[src/rtl/fpcvt_pkg.sv]
// Shared types and defaults for the sequential linear-to-float converter.
package fpcvt_pkg;

  typedef enum logic [1:0] {
    IDLE  = 2'd0,
    SHIFT = 2'd1,
    ROUND = 2'd2,
    DONE  = 2'd3
  } state_e;

  localparam bit RND_TRUNC   = 1'b0;
  localparam bit RND_HALF_UP = 1'b1;

  localparam int DEF_DW = 12;
  localparam int DEF_EW = 3;
  localparam int DEF_FW = 4;

endpackage

[src/rtl/fpcvt_round.sv]
// Rounding, carry-renormalisation and saturation of a normalised significand.
module fpcvt_round
  import fpcvt_pkg::*;
#(
  parameter int EW = DEF_EW,
  parameter int FW = DEF_FW,
  parameter int EC = 4
) (
  input  logic [FW-1:0] mag_lo,
  input  logic          g,
  input  logic [EC-1:0] e,
  input  logic          rnd,
  output logic [EW-1:0] e_out,
  output logic [FW-1:0] f_out,
  output logic          sat
);

  localparam int EMAX = (1 << EW) - 1;

  logic [FW:0]   sum;
  logic [EC-1:0] e_adj;
  logic [FW-1:0] f_adj;

  always_comb begin
    sum   = {1'b0, mag_lo} + {{FW{1'b0}}, (rnd & g)};
    e_adj = e;
    f_adj = sum[FW-1:0];
    e_out = '0;
    f_out = '0;
    sat   = 1'b0;
    // A carry out of the significand renormalises to 100..0 one exponent up.
    if (sum[FW]) begin
      e_adj = e + EC'(1);
      f_adj = {1'b1, {(FW-1){1'b0}}};
    end
    if (int'(e_adj) > EMAX) begin
      sat   = 1'b1;
      e_out = '1;
      f_out = '1;
    end else begin
      e_out = EW'(e_adj);
      f_out = f_adj;
    end
  end

endmodule

[src/rtl/fpcvt_seq.sv]
// Handshaked multi-cycle converter: two's-complement sample to sign/exponent/significand,
// normalising by one right-shift per clock.
module fpcvt_seq
  import fpcvt_pkg::*;
#(
  parameter int DW  = DEF_DW,
  parameter int EW  = DEF_EW,
  parameter int FW  = DEF_FW,
  parameter bit RND = RND_HALF_UP
) (
  input  logic          clk,
  input  logic          rst_n,
  input  logic          in_valid,
  output logic          in_ready,
  input  logic [DW-1:0] D,
  output logic          out_valid,
  input  logic          out_ready,
  output logic          S,
  output logic [EW-1:0] E,
  output logic [FW-1:0] F,
  output logic          SAT,
  output logic [1:0]    dbg_state
);

  localparam int EC = $clog2(DW - FW + 2);
  localparam logic [DW-1:0] ONE = DW'(1);

  state_e        state;
  logic [DW-1:0] mag;
  logic [EC-1:0] e_cnt;
  logic          g;
  logic          s_q;
  logic [EW-1:0] e_rnd;
  logic [FW-1:0] f_rnd;
  logic          sat_rnd;
  logic          need_shift;

  // Valid/ready: a transfer happens on any rising edge where valid and ready are both
  // high; in_ready is high only in IDLE, out_valid only in DONE, and results hold
  // until the consumer takes them.
  assign in_ready   = (state == IDLE);
  assign out_valid  = (state == DONE);
  assign dbg_state  = state;
  assign need_shift = |mag[DW-1:FW];

  fpcvt_round #(
    .EW(EW),
    .FW(FW),
    .EC(EC)
  ) u_round (
    .mag_lo(mag[FW-1:0]),
    .g     (g),
    .e     (e_cnt),
    .rnd   (RND),
    .e_out (e_rnd),
    .f_out (f_rnd),
    .sat   (sat_rnd)
  );

  always_ff @(posedge clk or negedge rst_n) begin
    if (!rst_n) begin
      state <= IDLE;
      mag   <= '0;
      e_cnt <= '0;
      g     <= 1'b0;
      s_q   <= 1'b0;
      S     <= 1'b0;
      E     <= '0;
      F     <= '0;
      SAT   <= 1'b0;
    end else begin
      case (state)
        IDLE: begin
          if (in_valid) begin
            s_q   <= D[DW-1];
            // The most negative input maps to 2^(DW-1), which still fits unsigned.
            mag   <= D[DW-1] ? (~D + ONE) : D;
            e_cnt <= '0;
            g     <= 1'b0;
            state <= SHIFT;
          end
        end
        SHIFT: begin
          if (need_shift) begin
            g     <= mag[0];
            mag   <= mag >> 1;
            e_cnt <= e_cnt + EC'(1);
          end else begin
            state <= ROUND;
          end
        end
        ROUND: begin
          S     <= s_q;
          E     <= e_rnd;
          F     <= f_rnd;
          SAT   <= sat_rnd;
          state <= DONE;
        end
        DONE: begin
          if (out_ready) state <= IDLE;
        end
        default: state <= IDLE;
      endcase
    end
  end

endmodule

[config.mk]
export PLATFORM = sky130hd
export DESIGN_NAME = fpcvt_seq
export DESIGN_NICKNAME = d
export VERILOG_FILES = /design/src/rtl/fpcvt_pkg.sv /design/src/rtl/fpcvt_round.sv /design/src/rtl/fpcvt_seq.sv
export SDC_FILE = /design/constraint.sdc
export NUM_CORES = 1
export LEC_CHECK = 0
export ABC_AREA = 1
export CAP_MARGIN = 5
export CORE_ASPECT_RATIO = 2
export CORE_UTILIZATION = 58
export CTS_CLUSTER_DIAMETER = 30
export CTS_CLUSTER_SIZE = 16
export DETAILED_ROUTE_END_ITERATION = 10
export HOLD_SLACK_MARGIN = 0.02
export PLACE_DENSITY = 0.93
export SLEW_MARGIN = 5
export SYNTH_ARGS = -nofsm -noshare
export SYNTH_HDL_FRONTEND = slang
export SYNTH_HIERARCHICAL = 1
export SYNTH_SLANG_ARGS = --single-unit
[constraint.sdc]
create_clock -name clk -period 3.4 [get_ports clk]
set_input_delay 0.85 -clock clk [delete_from_list [all_inputs] [get_ports clk]]
set_output_delay 0.85 -clock clk [all_outputs]
set_load 0.02 [all_outputs]
==> metrics.yaml <==
irDropWorstVdd_mv: 0.644
start_util_pct: 60.9
clk_pin_slew_ns: 0.06
maxSlewViolCount: 0
ys_top_cells_by_area: "dfrtp_1 (37%), nand2_1 (17%), ha_1 (6.4%)"
syn_area_per_cell_sq_um: 7.44
cts_tree: "done"
finalHoldViolations: 0
rsz0062_at_grt: "false"
start_kind: "register"
async_flop_share_pct: 100
drtIter0Drc: 55
hold_buffers: 0
numCtsBuffers: 5
fin_worst_skew_ns: 0.00303
ys_ff_latch: 29
cts_setup_buffers: 0
drc: 0
period_share_pct: 75.6
outcome: "finished, final reports clean"
syn-num-nets: 287
synth_top_area_share_pct: 37.3
finalCriticalPeriod_ns: 2.57
globalRouteOverflowTotal: 0
crit_slowest_cell: "clkdlybuf4s50_1"
post_cts_resized: 0
num_vias: 1737
core_area_sq_um: 3190
fmax_mhz: 389
track_usage_pct: 25.3
gp_congestion: 0.837
grt_antenna_before_repair: 0
setup_viol: 0
synth_warnings: 6
synth_area_sq_um: 1940
dp_hpwl_um: 2950
hold_path_class: "reg -> reg"
worstPathCellList: "inv_1, ha_1, clkdlybuf4s50_1"
synth_top_cell_by_area: "dfrtp_1"
crit_type: "reg -> out"
wl_per_cell_um: 12.3
powerDensity_nw_per_um2: 825
routed_wl_um: 3980
synth_common_cells: "nand2_1 (90), dfrtp_1 (29), nor2_1 (27), inv_1 (24), nand3_1 (18)"
nets: 317
die_height_um: 83.9
cts_max_path_buffers: 2
max_cap_violations: 0
root_buffer: "clkbuf_8"
syn-instance-count: 261
timing.setup.tns_ns: 0
worstPathMaxFanout: 5
clock_latency_ns: 0.29
yosysUniqueCellTypes: 28
seq_area_frac_synth_pct: 37.3
drive_gt1_share_pct: 12.3
p_leak_nw: 1.21
drtPass1Iterations: 4
antenna_violating_nets_post_route: 0
grt_max_degree: 30
cts_sinks: 29
arrival_ns: 1.72
ioPinCount: 29
grt_pass1_wl_um: 6980
fin_cells: 323
area_delta_synth_final_pct: 19.4
h-tree-depth: 2
slowest_delay_ns: 0.63
endpoint_kind: "primary output"
dp_cells: 315
rows: 29
synth_edf_count: 0
die_area_sq_um: 3600
n_antenna_cell: 0
viasPerCell: 5.38
port_buffers: 28
synth_ff_type: "dfrtp_1"
grt_pass1_vias: 1703
critPathRequiredTime_ns: 2.55
synth.most_common_cell: "nand2_1"
die_x_um: 42.9
## routing by layer
layer	GRT usage, %	up-vias	share of wire [%]
li1	-	884	-
met1	25.7	806	36
met2	47.2	40	59
met3	3.90	7	2.7
met4	11.4	0	2.0
met5	0	-	0
## through the flow
stage	total power, W	hold slack [ns]	util [%]	setup WS [ns]	area, sq um
6_report	0.00191	0.489	72.6	0.828	2320
5_1_grt	0.00208	0.512	72.6	0.789	2320
4_1_cts	0.00192	0.493	72.6	0.830	2320
3_5_place_dp	0.00159	0.478	69.5	1.07	2220
3_3_place_gp	0.00157	0.473	69.5	1.11	2220
2_1_floorplan	0.00136	0.452	-	1.63	1940
## final cells by class
class	instances	area [sq um]
clock buffer	7	96.3
clock inverter	1	5.00
fill	241	873
inverter	26	97.6
multi-input combinational	200	1070
sequential	29	726
tap	31	38.8
timing repair buffer	29	288
## cells by family (layout without fill, tap and decap cells)
group / after synthesis / in the layout / share of synthesized area (%)
AOI/OAI and AO/OA: 20 / 20 / 6.31
xor gates and xnor gates: 7 / 7 / 3.16
adders and majority gates: 10 / 10 / 6.44
buffers and inverters: 32 / 63 / 7.66
DFF: 29 / 29 / 37.3
muxes: 9 / 9 / 5.22
other: 1 / 1 / 0.193
and+or+nand+nor: 153 / 153 / 33.7
## power by group
group	internal (W)	switching, W	total [W]
sequential	0.000488	0.000125	0.000613
clock	0.000183	0.000133	0.000316
combinational	0.000405	0.000580	0.000985
## final timing paths
kind                                           from  cells past startpoint  slack (ns)                    to
max                        dbg_state[0]$_DFFE_PN0P_                      3        0.83              in_ready
min                                   g$_DFFE_PN0P_                      2        0.49         g$_DFFE_PN0P_
max reg2reg                dbg_state[1]$_DFFE_PN0P_                      8        1.26  e_cnt[2]$_DFFE_PN0P_
max in group asynchronous                     rst_n                      2        2.18         S$_DFFE_PN0P_
min in group asynchronous                     rst_n                      2        0.95    mag[4]$_DFFE_PN0P_
min reg2reg                           g$_DFFE_PN0P_                      2        0.49         g$_DFFE_PN0P_
## critical path: cells and delay by family, from the launching register on
kind                     cells  cell delay, ns
adder cells (fa/ha/maj)      1            0.24
flip-flops                   1            0.43
buffers and inverters        2            0.76
## placed cells by master (no fill, tap or decap)
| cell type | instances |
|---|---|
| a21o_1 | 1 |
| a21oi_1 | 2 |
| a31oi_1 | 1 |
| buf_4 | 1 |
| clkbuf_8 | 7 |
| clkdlybuf4s50_1 | 28 |
| clkinv_2 | 1 |
| conb_1 | 1 |
| dfrtp_1 | 29 |
| ha_1 | 10 |
| inv_1 | 24 |
| inv_2 | 2 |
| mux2_2 | 9 |
| nand2_1 | 90 |
| nand2_2 | 4 |
| nand3_1 | 18 |
| nand3_4 | 1 |
| nand3b_1 | 1 |
| nand4_1 | 4 |
| nor2_1 | 27 |
| nor2_2 | 8 |
| o21ai_0 | 8 |
| o21ai_1 | 2 |
| o21ai_2 | 3 |
| o31ai_1 | 3 |
| xnor2_1 | 3 |
| xor2_1 | 4 |
## state kept, by name, indices dropped and copies added, names as in the netlist
register,count
mag,12
F,4
e_cnt,4
E,3
dbg_state,2
S,1
SAT,1
g,1
s_q,1
No activity file was read; power rests on OpenSTA's default activity.
